### src/rtl/busmux_pkg.sv
// Shared types and the address-window decode function for the N-slave data bus mux.
package busmux_pkg;

  localparam int unsigned BUS_DW  = 32;
  localparam int unsigned BUS_SW  = 4;
  localparam int unsigned MAX_SLV = 16;
  localparam int unsigned IDX_W   = 4;

  typedef enum logic [1:0] {
    IDLE = 2'd0,
    BUSY = 2'd1,
    RESP = 2'd2,
    ERR  = 2'd3
  } bus_state_t;

  typedef struct packed {
    logic             hit;
    logic [IDX_W-1:0] idx;
  } dec_res_t;

  typedef logic [MAX_SLV-1:0][BUS_DW-1:0] win_tbl_t;

  // First matching window wins, so lower slave indices shadow higher ones.
  function automatic dec_res_t decode(input logic [BUS_DW-1:0] addr,
                                      input win_tbl_t          base,
                                      input win_tbl_t          mask,
                                      input int unsigned       n_slv);
    dec_res_t res;
    res = '0;
    for (int unsigned k = 0; k < MAX_SLV; k++) begin
      if (!res.hit && (k < n_slv) && ((addr & mask[k]) == base[k])) begin
        res.hit = 1'b1;
        res.idx = IDX_W'(k);
      end
    end
    return res;
  endfunction

endpackage

### src/rtl/busmux_decode.sv
// Combinational base/mask address decoder: reports whether any window hits and which one.
module busmux_decode
  import busmux_pkg::*;
#(
  parameter int unsigned                    N_SLV    = 4,
  parameter logic [N_SLV-1:0][BUS_DW-1:0]   SLV_BASE = {32'hF000_0000, 32'hE000_0000,
                                                        32'h4000_0000, 32'h0000_0000},
  parameter logic [N_SLV-1:0][BUS_DW-1:0]   SLV_MASK = {32'hF000_0000, 32'hF000_0000,
                                                        32'hF000_0000, 32'hF000_0000}
) (
  input  logic [BUS_DW-1:0] addr_i,
  output logic              hit_o,
  output logic [IDX_W-1:0]  idx_o
);

  win_tbl_t base_pad;
  win_tbl_t mask_pad;
  dec_res_t dec;

  // Widen the parameter tables to the fixed size the package function expects.
  for (genvar k = 0; k < MAX_SLV; k++) begin : g_pad
    if (k < N_SLV) begin : g_use
      assign base_pad[k] = SLV_BASE[k];
      assign mask_pad[k] = SLV_MASK[k];
    end else begin : g_nil
      assign base_pad[k] = '0;
      assign mask_pad[k] = '0;
    end
  end

  assign dec   = decode(addr_i, base_pad, mask_pad, N_SLV);
  assign hit_o = dec.hit;
  assign idx_o = dec.idx;

endmodule

### src/rtl/busmux_n.sv
// Data-port bus mux for N memory-mapped slaves: decode, request/ready handshake,
// CPU stall, registered read return, timeout watchdog and bus-error pulse.
module busmux_n
  import busmux_pkg::*;
#(
  parameter int unsigned                    N_SLV    = 4,
  parameter logic [N_SLV-1:0][BUS_DW-1:0]   SLV_BASE = {32'hF000_0000, 32'hE000_0000,
                                                        32'h4000_0000, 32'h0000_0000},
  parameter logic [N_SLV-1:0][BUS_DW-1:0]   SLV_MASK = {32'hF000_0000, 32'hF000_0000,
                                                        32'hF000_0000, 32'hF000_0000},
  parameter int unsigned                    TIMEOUT  = 15,
  parameter logic [BUS_DW-1:0]              ERR_DATA = 32'h0000_0000
) (
  input  logic                      clock,
  input  logic                      reset,
  input  logic [BUS_DW-1:0]         cpu_address,
  input  logic [BUS_DW-1:0]         cpu_data_out,
  input  logic [BUS_SW-1:0]         cpu_data_w,
  input  logic                      cpu_data_access,
  output logic [BUS_DW-1:0]         cpu_data_in,
  output logic                      cpu_stall,
  output logic                      cpu_bus_err,
  output logic [N_SLV-1:0]          slv_req,
  output logic [BUS_DW-1:0]         slv_addr,
  output logic [BUS_DW-1:0]         slv_wdata,
  output logic [BUS_SW-1:0]         slv_we,
  input  logic [N_SLV*BUS_DW-1:0]   slv_rdata,
  input  logic [N_SLV-1:0]          slv_ready
);

  localparam int unsigned       CNT_W    = $clog2(TIMEOUT + 1);
  localparam logic [CNT_W-1:0]  CNT_LAST = CNT_W'(TIMEOUT - 1);

  bus_state_t          state_q, state_d;
  logic [N_SLV-1:0]    req_q, req_d;
  logic [BUS_DW-1:0]   addr_q, addr_d;
  logic [BUS_DW-1:0]   wdata_q, wdata_d;
  logic [BUS_SW-1:0]   we_q, we_d;
  logic [BUS_DW-1:0]   rdata_q, rdata_d;
  logic [CNT_W-1:0]    cnt_q, cnt_d;

  logic                dec_hit;
  logic [IDX_W-1:0]    dec_idx;
  logic [N_SLV-1:0]    dec_oh;
  logic                sel_ready;
  logic [BUS_DW-1:0]   sel_rdata;

  busmux_decode #(
    .N_SLV    (N_SLV),
    .SLV_BASE (SLV_BASE),
    .SLV_MASK (SLV_MASK)
  ) u_decode (
    .addr_i (cpu_address),
    .hit_o  (dec_hit),
    .idx_o  (dec_idx)
  );

  always_comb begin
    dec_oh = '0;
    for (int unsigned k = 0; k < N_SLV; k++) begin
      dec_oh[k] = (dec_idx == IDX_W'(k));
    end
  end

  // req_q stays one-hot on the selected slave for the whole BUSY phase,
  // so it doubles as the ready/read-data select.
  always_comb begin
    sel_ready = |(slv_ready & req_q);
    sel_rdata = '0;
    for (int unsigned k = 0; k < N_SLV; k++) begin
      if (req_q[k]) begin
        sel_rdata = sel_rdata | slv_rdata[k*BUS_DW +: BUS_DW];
      end
    end
  end

  // Next-state logic; ready is checked before the timeout so a late ready still completes.
  always_comb begin
    state_d = state_q;
    req_d   = req_q;
    addr_d  = addr_q;
    wdata_d = wdata_q;
    we_d    = we_q;
    rdata_d = rdata_q;
    cnt_d   = cnt_q;
    case (state_q)
      IDLE: begin
        if (cpu_data_access) begin
          if (dec_hit) begin
            req_d   = dec_oh;
            addr_d  = cpu_address;
            wdata_d = cpu_data_out;
            we_d    = cpu_data_w;
            cnt_d   = '0;
            state_d = BUSY;
          end else begin
            state_d = ERR;
          end
        end
      end
      BUSY: begin
        if (sel_ready) begin
          rdata_d = sel_rdata;
          req_d   = '0;
          state_d = RESP;
        end else if (cnt_q == CNT_LAST) begin
          req_d   = '0;
          state_d = ERR;
        end else begin
          cnt_d = cnt_q + CNT_W'(1);
        end
      end
      RESP:    state_d = IDLE;
      ERR:     state_d = IDLE;
      default: state_d = IDLE;
    endcase
  end

  always_ff @(posedge clock or negedge reset) begin
    if (!reset) begin
      state_q <= IDLE;
      req_q   <= '0;
      addr_q  <= '0;
      wdata_q <= '0;
      we_q    <= '0;
      rdata_q <= '0;
      cnt_q   <= '0;
    end else begin
      state_q <= state_d;
      req_q   <= req_d;
      addr_q  <= addr_d;
      wdata_q <= wdata_d;
      we_q    <= we_d;
      rdata_q <= rdata_d;
      cnt_q   <= cnt_d;
    end
  end

  // Stall is gated by reset so a held access request cannot stall the CPU during reset.
  assign cpu_stall   = reset & (((state_q == IDLE) & cpu_data_access) | (state_q == BUSY));
  assign cpu_bus_err = (state_q == ERR);
  assign cpu_data_in = (state_q == ERR) ? ERR_DATA : rdata_q;
  assign slv_req     = req_q;
  assign slv_addr    = addr_q;
  assign slv_wdata   = wdata_q;
  assign slv_we      = we_q;

endmodule

### config.mk
export PLATFORM = sky130hd
export DESIGN_NAME = busmux_n
export DESIGN_NICKNAME = d
export VERILOG_FILES = /design/src/rtl/busmux_pkg.sv /design/src/rtl/busmux_decode.sv /design/src/rtl/busmux_n.sv
export SDC_FILE = /design/constraint.sdc
export NUM_CORES = 1
export LEC_CHECK = 0
export ABC_AREA = 1
export CORE_AREA = 3 3 122 124
export CTS_BUF_LIST = sky130_fd_sc_hd__clkbuf_2 sky130_fd_sc_hd__clkbuf_4 sky130_fd_sc_hd__clkbuf_8
export DETAILED_ROUTE_END_ITERATION = 6
export DIE_AREA = 0 0 125 127
export PLACE_DENSITY = 0.89
export SLEW_MARGIN = 20
export SYNTH_ARGS = -nofsm -noshare
export SYNTH_HDL_FRONTEND = slang
export SYNTH_HIERARCHICAL = 1
export SYNTH_SLANG_ARGS = --single-unit
export TNS_END_PERCENT = 10
### constraint.sdc
create_clock -name clock -period 1.5 [get_ports clock]
set_input_delay 0.3 -clock clock [delete_from_list [all_inputs] [get_ports clock]]
set_output_delay 0.3 -clock clock [all_outputs]
set_load 0.005 [all_outputs]
==> out/summary.txt, run 1 <==
Detail-routed via count per cell = 4.723
Final period util = 1.154
Clock tree from TritonCTS = built
Post-layout net count = 1,257
Core ar. = 0.01388 mm^2
RePlAce Congestion = 0.8808
Maximum frequency from static timing analysis = 577.8 MHz
Biggest area consumer among synthesized cells = sky130_fd_sc_hd__dfrtp_1
Half-perimeter wire length after placement = 14.35 mm
Pins Over Slew Limit = 0
Hold Fails Final Rpt = 0
Worst vdd rail ir drop = 858.4 uV
Number of setup violations in the final report = 34
Failing checks = negative setup slack
Power per cell area = 1443 mW/mm^2
Measured slew at the worst slew-check pin = 0.5702 ns
Type of the tightest min-delay check = in -> async
GRT Overall Usage = 0.2297
Remaining antenna violation count = 0
Static leakage = 4.573 nW
Routed wirelength normalized by instance count = 15.07 um
Core Rows = 43
Hold-fix buffers, CTS = 0
Vias in the first global route = 5,612
Vertical extent of the die = 127 um
Clock Tree Root = sky130_fd_sc_hd__clkbuf_8
Critical Path Start Type = flop
Pre-Repair DR Iteration Count = 5
Num CTS Buffers = 9
Run status = complete, but fails checks
Unique cell type count in the Yosys netlist = 26
Max-slew headroom at the worst pin = 0.6198
Number of remaining DRC errors = 0
Number of filler cells placed in the layout = 1,185
RSZ-0062 raised after global routing = yes
Layout area overhead = 65.38%
IO buf count = 308
Category of the critical setup timing path = reg -> out
Largest net degree at the start of global routing = 111
Total of flip-flops plus latches after synthesis = 110
CP max FO = 8
Clk slew on worst S/H paths = 0.10 ns
Number of antenna violations at the first check in global routing = 1
Overall die width = 125 um
Top cells by area, synth = sky130_fd_sc_hd__dfrtp_1 50%, sky130_fd_sc_hd__nand2_1 16%, sky130_fd_sc_hd__inv_1 7.8%
Syn Area/Cell = 7.494 um^2
Fraction of layout cells with a size suffix above 1 = 0.1315
Overall power = 13.20 mW
Cell count after synthesis = 738
Total inserted antenna cells = 0
WP data required = 1.20 ns
Clock Path Buffers = 2
Crit path DAT = 1.43 ns
Clock latency on the worst-skew pair = 0.38 ns
YS warnings = 6
Fin worst setup slack = -0.2306 ns
Die area = 0.01588 mm^2
First-pass GRT wire length = 29.26 mm
Max-Cap Viols = 0
Netlist Area Pre-Place = 0.005530 mm^2
Final period demand of the worst path = 1.731 ns
First DRT Iteration DRCs = 317
Number of H-tree levels = 3
Clock Skews = 0.01136 ns
Sequential fraction of the synthesis area = 0.4977
Final core utilization = 0.6589
CTS sink count = 110
Total vias in the final route = 5,842
Effective utilization at floorplan = 0.3984
Global route total overflow = 0
Critical Path Sink Type = output pin
Overall routed net length = 18.64 mm
Fraction of post-synthesis cell area in the top cell type by area = 0.4977
I/O Pins = 309
==> placed cells by master, fill, tap and decap left out, types with 25 or more instances in the layout <==
cell type                         synthesis  routed
sky130_fd_sc_hd__a21oi_1                 32      32
sky130_fd_sc_hd__buf_2                   14      26
sky130_fd_sc_hd__inv_1                  115     111
sky130_fd_sc_hd__dfrtp_1                110     108
sky130_fd_sc_hd__o21ai_1                 40      59
sky130_fd_sc_hd__nand2_1                230     215
sky130_fd_sc_hd__o21ai_0                 59      40
sky130_fd_sc_hd__nor2_1                  47      25
sky130_fd_sc_hd__clkdlybuf4s50_1          0     200
sky130_fd_sc_hd__nand3_1                 45      44
sky130_fd_sc_hd__dlygate4sd2_1            0      73
==> what timing repair did <==
action / 4_1_cts / 5_1_grt
gates cloned: 0 / 0
setup buffers: 6 / 0
setup endpoints to repair: 144 / 136
pin swaps: 6 / 3
resized for setup: 238 / 62
==> area by class of cell <==
class,instances,area [um^2],area share
well taps,180,225.2,0.02462
clock inverters,5,81.33,0.008892
clock buffers,11,145.1,0.01587
flip-flops and latches,110,2755,0.3012
multi-input cells,472,2252,0.2462
inverters,115,434.2,0.04747
repair buffers,344,3253,0.3557
==> flip-flops by register name, summed over array words and instances (netlist names) <==
register	cells
rdata_q	32
cnt_q	4
state_q	2
slv_addr	32
slv_we	4
slv_wdata	32
slv_req	4
==> worst max-delay path, cell delays in order (launching register included) <==
cell	delay, ns
sky130_fd_sc_hd__dfrtp_1	0.42
sky130_fd_sc_hd__nand2_2	0.09
sky130_fd_sc_hd__inv_4	0.06
sky130_fd_sc_hd__buf_8	0.13
sky130_fd_sc_hd__buf_12	0.14
sky130_fd_sc_hd__nor2_1	0.08
sky130_fd_sc_hd__buf_2	0.13
==> Yosys cell counts, drive strengths merged <==
| library cell | count |
|---|---|
| a21oi | 33 |
| conb | 1 |
| xnor2 | 1 |
| o21ai | 101 |
| nor2 | 48 |
| ha | 2 |
| and3 | 1 |
| clkbuf | 12 |
| dfrtp | 110 |
| nand3b | 1 |
| nand4 | 2 |
| nand2 | 233 |
| inv | 115 |
| o21a | 2 |
| nand3 | 46 |
| buf | 30 |
==> where the power goes <==
group	leakage [nW]	total, mW	switching, mW	internal [mW]
combinational	3.03	6.16	2.97	3.19
clock	0.119	2.01	0.997	1.01
sequential	1.42	5.03	0.741	4.29
==> path summary, 6_finish.rpt <==
| kind | slack (ns) | end | start | depth (start not counted) |
|---|---|---|---|---|
| hold / removal | 0.04 | state_q[1] | reset | 2 |
| setup / recovery | -0.23 | cpu_data_in[0] | state_q[1] | 6 |
| hold reg to reg | 0.48 | slv_wdata[28] | slv_wdata[28] | 2 |
| max in group asynchronous | 1.05 | slv_req[1] | reset | 2 |
| setup reg to reg | 0.02 | rdata_q[10] | state_q[1] | 9 |
| min in group clock | 0.23 | slv_addr[29] | cpu_address[29] | 3 |
==> per-stage QoR <==
| stage | hold slack [ns] | setup slack (ns) | TNS [ns] | std cells | instance area [um^2] |
|---|---|---|---|---|---|
| after CTS | 0.05656 | -0.2249 | -7.209 | 1240 | 9036 |
| final | 0.04205 | -0.2306 | -5.097 | 1237 | 9146 |
| after detailed placement | 0.4688 | -0.4127 | -35.84 | 1218 | 8874 |
| after global routing | 0.07067 | -0.3006 | -9.907 | 1237 | 9146 |
| after floorplan | 0.004409 | 0.2355 | 0 | 739 | 5534 |
| after global placement | 0.4652 | -0.3587 | -31.76 | 1218 | 8874 |
==> per-layer routing <==
layer	up-vias	GRT usage	share of wire
met5	-	0	0.00070
met4	2	0.07334	0.030
met3	39	0.06564	0.065
met2	211	0.3967	0.51
met1	2697	0.2789	0.40
li1	2893	-	-
==> kinds of logic (layout without fill, tap and decap cells) <==
group           after synthesis  in the layout  share of synthesized area
flops                       110            110                     0.4977
xor+xnor                      1              1                   0.001584
buf+inv                     157            475                     0.1294
simple gates                331            331                     0.2400
other cells                   1              2                  0.0006781
fa+ha+maj                     2              2                   0.004524
compound gates              136            136                     0.1260
Note: power is estimated with default switching activity, not from simulation.
==> run 2, diff against run 1 <==
SETUP_SLACK_MARGIN = 0.02   (was unset)
==> out/summary.txt, run 2 (same netlist as run 1, synthesis figures left out) <==
Number of antenna violations at the first check in global routing = 1 (unchanged)
WP data required = 1.20 ns (about the same)
Worst vdd rail ir drop = 858.5 uV (about the same)
Number of buffers and inverters on the critical path = 4 (unchanged)
Final period util = 1.153 (about the same)
Number of H-tree levels = 3 (unchanged)
RePlAce Congestion = 0.8808 (unchanged)
Gate power share = 0.468 (about the same)
CP max FO = 8 (unchanged)
Detail-routed via count per cell = 4.726 (about the same)
Power per cell area = 1445 mW/mm^2 (+0.15%)
Number of remaining DRC errors = 0 (unchanged)
GRT Overall Usage = 0.2297 (unchanged)
Clock tree from TritonCTS = built
Global route total overflow = 0 (unchanged)
Overall die width = 125 um (unchanged)
Pins Over Slew Limit = 0 (unchanged)
Clock Path Buffers = 2 (unchanged)
Power share of the clock group = 0.152 (about the same)
Max-slew headroom at the worst pin = 0.6175 (-0.002329)
Layout area overhead = 65.54% (about the same)
CTS sink count = 110 (unchanged)
Crit path DAT = 1.43 ns (about the same)
Routed wirelength normalized by instance count = 15.14 um (+0.46%)
IO buf count = 308 (unchanged)
Overall power = 13.23 mW (+0.24%)
Core Rows = 43 (unchanged)
Vias in the first global route = 5,614 (+0.036%)
Num CTS Buffers = 9 (unchanged)
Max stage delay on crit path = 0.42 ns (about the same)
Largest net degree at the start of global routing = 111 (unchanged)
Final period demand of the worst path = 1.729 ns (-0.001131 ns)
Top delay family on crit path = buffers and inverters
Fin worst setup slack = -0.2295 ns (+0.001131 ns)
Core ar. = 0.01388 mm^2 (unchanged)
Critical Path Sink Type = output pin
Clock Skews = 0.01096 ns (-0.0003967 ns)
Type of the tightest min-delay check = in -> async
Commonest non-fill, non-tap cells in the layout = 220 x sky130_fd_sc_hd__nand2_1, 199 x sky130_fd_sc_hd__clkdlybuf4s50_1, 110 x sky130_fd_sc_hd__inv_1
Total vias in the final route = 5,846 (+0.068%)
Remaining antenna violation count = 0 (unchanged)
Sw Ratio = 0.3575 (+0.0005431)
Sequence of cells on the critical path = nand2_2 > inv_4 > buf_8 > buf_12 > nor2_1 > buf_2
Path depth of the worst reg2reg path = 7 (-2)
Net switching power = 4.731 mW (+0.40%)
Critical Path Start Type = flop
Total inserted antenna cells = 0 (unchanged)
Overall routed net length = 18.73 mm (+0.46%)
Effective utilization at floorplan = 0.3984 (unchanged)
RSZ-0062 raised after global routing = yes
First DRT Iteration DRCs = 350 (+10%)
Category of the critical setup timing path = reg -> out
Number of filler cells placed in the layout = 1,185 (unchanged)
Hold Fails Final Rpt = 0 (unchanged)
Measured slew at the worst slew-check pin = 0.5737 ns (+0.003494 ns)
Clock latency on the worst-skew pair = 0.38 ns (about the same)
Max-Cap Viols = 0 (unchanged)
First-pass GRT wire length = 29.26 mm (unchanged)
Die area = 0.01588 mm^2 (unchanged)
Post-layout net count = 1,257 (unchanged)
I/O Pins = 309 (unchanged)
Hold-fix buffers, CTS = 0 (unchanged)
Most frequent standard cell in the layout excluding fill and tap cells = sky130_fd_sc_hd__nand2_1
Slowest stage cell on the critical path = sky130_fd_sc_hd__dfrtp_1
Pre-Repair DR Iteration Count = 5 (unchanged)
Failing checks = negative setup slack
Half-perimeter wire length after placement = 14.35 mm (unchanged)
Internal power component = 8.503 mW (+0.16%)
Run status = complete, but fails checks
Setup WS pre-CTS = -0.4127 ns (unchanged)
Clk slew on worst S/H paths = 0.10 ns (about the same)
Static leakage = 4.582 nW (+0.19%)
Vertical extent of the die = 127 um (unchanged)
Maximum frequency from static timing analysis = 578.2 MHz (about the same)
Fraction of layout cells with a size suffix above 1 = 0.1277 (-0.003784)
Number of setup violations in the final report = 34 (unchanged)
Number of gates on the worst path with buffers counted = 6 (unchanged)
Clock Tree Root = sky130_fd_sc_hd__clkbuf_8
Part of the total power dissipated in sequential elements = 0.380 (about the same)
## run 2: cell types whose count changed in the layout (fill, tap and decap cells not counted)
cell	change
sky130_fd_sc_hd__clkdlybuf4s50_1	-1
sky130_fd_sc_hd__buf_6	+2
sky130_fd_sc_hd__nand2_2	-5
sky130_fd_sc_hd__inv_1	-1
sky130_fd_sc_hd__o21ai_1	-5
sky130_fd_sc_hd__nand2_1	+5
sky130_fd_sc_hd__dlymetal6s2s_1	+1
sky130_fd_sc_hd__buf_4	-2
sky130_fd_sc_hd__inv_4	+1
sky130_fd_sc_hd__nand2_4	-1
sky130_fd_sc_hd__nand2_8	+1
sky130_fd_sc_hd__o21ai_0	+5
## run 2: power groups by stage
stage	Sequential, mW	Clock (mW)	Combinational (mW)
after floorplan	5.09	0	2.35
after global placement	5.01	0	6.32
after detailed placement	5.08	0	6.49
final	5.03	2.01	6.20
after global routing	5.20	2.18	6.88
after CTS	5.00	2.08	5.94
## run 2: final timing paths
kind | startpoint | to | slack (ns)
worst min-delay path | reset | state_q[1] | 0.04
worst max register to register | state_q[0] | slv_addr[5] | 0.04
min in group clock | cpu_address[29] | slv_addr[29] | 0.23
worst min register to register | slv_wdata[28] | slv_wdata[28] | 0.48
max in group asynchronous | reset | slv_wdata[27] | 1.04
worst max-delay path | state_q[1] | cpu_data_in[0] | -0.23
## run 2: metal layers
| metal | wire length, um | GRT usage | up-vias |
|---|---|---|---|
| met4 | 554 | 0.07334 | 2 |
| met1 | 7485 | 0.2789 | 2689 |
| li1 | - | - | 2893 |
| met3 | 1257 | 0.06564 | 41 |
| met2 | 9414 | 0.3967 | 221 |
| met5 | 13 | 0 | - |
## run 2: timing repair
action | CTS | global route
gates resized for setup | 239 | 57
setup endpoints to repair | 150 | 143
gates cloned | 0 | 0
pin swaps | 6 | 6
buffers inserted | 6 | 0
## run 2: layout make-up
| type | count | area, um^2 | area share |
|---|---|---|---|
| repair buffers | 344 | 3263 | 0.3564 |
| well taps | 180 | 225.2 | 0.02460 |
| clock buffers | 11 | 145.1 | 0.01585 |
| flip-flops and latches | 110 | 2755 | 0.3009 |
| multi-input cells | 472 | 2248 | 0.2456 |
| inverters | 115 | 436.7 | 0.04770 |
| clock inverters | 5 | 81.33 | 0.008883 |
## run 2: worst reg2reg max path: cells and delay by family (launching register included)
kind            cells  cell delay [ns]
compound gates      1             0.09
simple gates        3             0.34
buf+inv             3             0.53
flops               1             0.41
## run 2: through the flow
| step | area (um^2) | TNS, ns | hold WS [ns] | cells | utilization |
|---|---|---|---|---|---|
| after global routing | 9155 | -8.628 | 0.07067 | 1237 | 0.6595 |
| after detailed placement | 8874 | -35.84 | 0.4688 | 1218 | 0.6393 |
| after floorplan | 5534 | 0 | 0.004409 | 739 | - |
| after CTS | 9036 | -7.209 | 0.05656 | 1240 | 0.6510 |
| after global placement | 8874 | -31.76 | 0.4652 | 1218 | 0.6393 |
| final | 9155 | -5.115 | 0.03955 | 1237 | 0.6595 |
==> run 3, diff against run 2 <==
ABC_AREA = 0   (was 1)
CORE_AREA = 3 3 120 122   (was 3 3 122 124)
DIE_AREA = 0 0 123 125   (was 0 0 125 127)
PLACE_DENSITY = 0.87   (was 0.89)
==> out/summary.txt, run 3 <==
Vias in the first global route = 5,145 (-8.4%)
Final period demand of the worst path = 1.805 ns (+0.07511 ns)
Overall routed net length = 17.80 mm (-5.0%)
YS warnings = 6 (unchanged)
Routed wirelength normalized by instance count = 19.32 um (+28%)
Largest net degree at the start of global routing = 111 (unchanged)
Part of the total power dissipated in sequential elements = 0.403 (+0.023)
Worst Hold Margin = -0.01930 ns (-0.05885 ns)
Total vias in the final route = 4,742 (-19%)
Total of flip-flops plus latches after synthesis = 110 (unchanged)
Clk slew on worst S/H paths = 0.11 ns (about the same)
Most frequent cells after synthesis = 110 x sky130_fd_sc_hd__dfrtp_1, 64 x sky130_fd_sc_hd__a22oi_1, 45 x sky130_fd_sc_hd__mux2_1
Effective utilization at floorplan = 0.3784 (-0.02000)
Hold Fails Final Rpt = 14 (+14)
Power per cell area = 1441 mW/mm^2 (-0.32%)
Critical Path Start Type = flop
Num CTS Buffers = 9 (unchanged)
Final core utilization = 0.6541 (-0.005490)
Number of remaining DRC errors = 0 (unchanged)
First DRT Iteration DRCs = 278 (-21%)
First element of the critical path = state_q[0]
CTS sink count = 110 (unchanged)
Netlist Area Pre-Place = 0.005031 mm^2 (-9.0%)
Cell area after placement = 0.008458 mm^2 (-4.7%)
Number of enable flip-flop cells after synthesis = 0 (unchanged)
Max-slew headroom at the worst pin = 0.6078 (-0.009677)
Most frequent cell after synthesis = sky130_fd_sc_hd__dfrtp_1
Non-Filler Cell Area, Final = 0.008696 mm^2 (-5.0%)
Launching point of the worst reg2reg path = state_q[0]
Layout area overhead = 72.84%
Worst vdd rail ir drop = 849.7 uV (-1.0%)
Setup WS pre-CTS = -0.6961 ns (-0.2834 ns)
Max-Cap Viols = 0 (unchanged)
Maximum frequency from static timing analysis = 554.1 MHz (-4.2%)
Gate power share = 0.463 (-0.005)
Ys async rst share = 1.000 (unchanged)
GRT Overall Usage = 0.2238 (-0.005846)
Clock Path Buffers = 2 (unchanged)
Most instantiated flip-flop cell in the synthesis netlist = sky130_fd_sc_hd__dfrtp_1
Critical Path Sink Type = output pin
Most frequent standard cell in the layout excluding fill and tap cells = sky130_fd_sc_hd__clkdlybuf4s50_1
Net switching power = 3.958 mW (-16%)
Most frequent CP cell = sky130_fd_sc_hd__buf_6
Top delay family on crit path = buffers and inverters
RSZ-0062 raised after global routing = yes
Pins Over Slew Limit = 0 (unchanged)
Sequence of cells on the critical path = nand2_4 > buf_6 > buf_16 > buf_8 > and2_4 > buf_6
Type of the tightest min-delay check = in -> async
Global route total overflow = 0 (unchanged)
Number of filler cells placed in the layout = 1,029 (-13%)
Number of standard cells in the final layout excluding fillers = 921 (-26%)
Commonest non-fill, non-tap cells in the layout = 197 x sky130_fd_sc_hd__clkdlybuf4s50_1, 109 x sky130_fd_sc_hd__dfrtp_1, 74 x sky130_fd_sc_hd__dlygate4sd2_1
Hold-fix buffers, CTS = 0 (unchanged)
Vertical extent of the die = 125 um (-1.6%)
Measured slew at the worst slew-check pin = 0.5883 ns (+0.01451 ns)
Internal power component = 8.572 mW (+0.81%)
Die area = 0.01538 mm^2 (-3.1%)
Category of the critical setup timing path = reg -> out
Final period util = 1.203 (+0.05007)
Sequential Area = 0.002754 mm^2 (about the same)
Sequential fraction of the synthesis area = 0.5471 (+0.04939)
First-pass GRT wire length = 26.68 mm (-8.8%)
Crit path DAT = 1.50 ns (+0.07 ns)
Static leakage = 3.793 nW (-17%)
Post-layout net count = 944 (-25%)
Clock tree from TritonCTS = built
Number of buffers and inverters on the critical path = 4 (unchanged)
Unique cell type count in the Yosys netlist = 35 (+35%)
Half-perimeter wire length after placement = 13.25 mm (-7.7%)
Sw Ratio = 0.3159 (-0.04160)
Placed Cells incl. Taps = 897 (-26%)
Run status = complete, but fails checks
IO buf count = 308 (unchanged)
Setup slack on the worst flop-to-flop path = -0.11 ns (-0.15 ns)
Multi-input gate area in the final layout = 0.002195 mm^2 (-2.4%)
Power share of the clock group = 0.134 (-0.018)
WP data required = 1.20 ns (about the same)
Overall die width = 123 um (-1.6%)
Core ar. = 0.01330 mm^2 (-4.2%)
Slowest stage cell on the critical path = sky130_fd_sc_hd__dfrtp_1
Number of H-tree levels = 3 (unchanged)
Failing checks = negative hold slack, negative setup slack
Clock latency on the worst-skew pair = 0.38 ns (about the same)
RePlAce Congestion = 0.8535 (-3.1%)
Number of antenna violations at the first check in global routing = 1 (unchanged)
Top cells by area, synth = sky130_fd_sc_hd__dfrtp_1 55%, sky130_fd_sc_hd__mux2_1 10%, sky130_fd_sc_hd__a22oi_1 9.5%
Biggest area consumer among synthesized cells = sky130_fd_sc_hd__dfrtp_1
Max stage delay on crit path = 0.41 ns (about the same)
Fraction of layout cells with a size suffix above 1 = 0.1935 (+0.06583)
Detail-routed via count per cell = 5.149 (+8.9%)
Fin worst setup slack = -0.3046 ns (-0.07511 ns)
Pre-Repair DR Iteration Count = 5 (unchanged)
Number of setup violations in the final report = 118 (+250%)
CP max FO = 6 (-2)
I/O Pins = 309 (unchanged)
Fraction of post-synthesis cell area in the top cell type by area = 0.5471 (+0.04939)
Cell count after synthesis = 423 (-43%)
Remaining antenna violation count = 0 (unchanged)
Syn Area/Cell = 11.89 um^2 (+59%)
Clock Tree Root = sky130_fd_sc_hd__clkbuf_8
Clock Skews = 0.01430 ns (+0.003337 ns)
Core Rows = 42 (-2.3%)
[run 3: cell types whose count changed in the layout (fill, tap and decap cells not counted), sizes merged, moves of 32 or more]
cell,previous run,this run
nand2,233,8
inv,116,7
o21ai,101,1
mux2,0,68
a22oi,0,66
nand3,46,3
a31oi,0,32
and2,0,32
[run 3: layer usage]
metal  share of wire  vias up  track usage  wire [um]
li1                -     2178            -          -
met1            0.35     2303       0.2340       6222
met2            0.54      230       0.4156       9583
met3           0.082       31      0.05691       1463
met4           0.030        0      0.09772        527
met5               0        -            0          0
[run 3: per-stage QoR]
| step | power, mW | setup TNS (ns) |
|---|---|---|
| after floorplan | 7.085 | -7.344 |
| final | 12.53 | -11.52 |
| after global placement | 10.90 | -56.99 |
| after CTS | 12.57 | -11.79 |
| after detailed placement | 11.18 | -61.57 |
| after global routing | 13.32 | -19.07 |
[run 3: final cells by class]
cell class	instances	share of cell area
Antenna cell	1	0.0002878
Clock buffer	9	0.01424
Clock inverter	7	0.006475
Inverter	4	0.001727
Multi-Input combinational cell	273	0.2524
Sequential cell	110	0.3167
Tap cell	176	0.02532
Timing Repair Buffer	341	0.3829
[run 3: worst paths after layout]
| kind | end | cells past startpoint |
|---|---|---|
| worst min register to register | slv_addr[24] | 1 |
| worst min-delay path | rdata_q[25] | 2 |
| worst max-delay path | cpu_data_in[14] | 6 |
| max in group asynchronous | slv_addr[11] | 2 |
| worst max register to register | slv_req[1] | 5 |
| min in group clock | slv_addr[31] | 2 |
[run 3: cell families after synthesis]
group / Yosys count / share of synthesized area
buffers and inverters: 41 / 0.04029
adder cells (fa/ha/maj): 2 / 0.004973
multiplexers: 71 / 0.1582
other: 1 / 0.0007454
flip-flops: 110 / 0.5471
AO/OA/AOI/OAI: 108 / 0.1549
AND/OR/NAND/NOR: 90 / 0.09376
[run 3: what timing repair did]
action | 4_1_cts | 5_1_grt
gates resized for setup | 247 | 20
setup endpoints to repair | 214 | 141
buffers inserted | 4 | 1
gates cloned | 3 | 0
pin swaps | 21 | 3
[run 3: power by group through the flow]
| stage | Sequential (mW) | Combinational (mW) | Clock [mW] |
|---|---|---|---|
| 2_1_floorplan | 5.08 | 2.01 | 0 |
| 3_5_place_dp | 5.10 | 6.08 | 0 |
| 6_report | 5.05 | 5.80 | 1.68 |
| 3_3_place_gp | 5.04 | 5.87 | 0 |
| 5_1_grt | 5.22 | 6.26 | 1.84 |
| 4_1_cts | 5.04 | 5.79 | 1.74 |
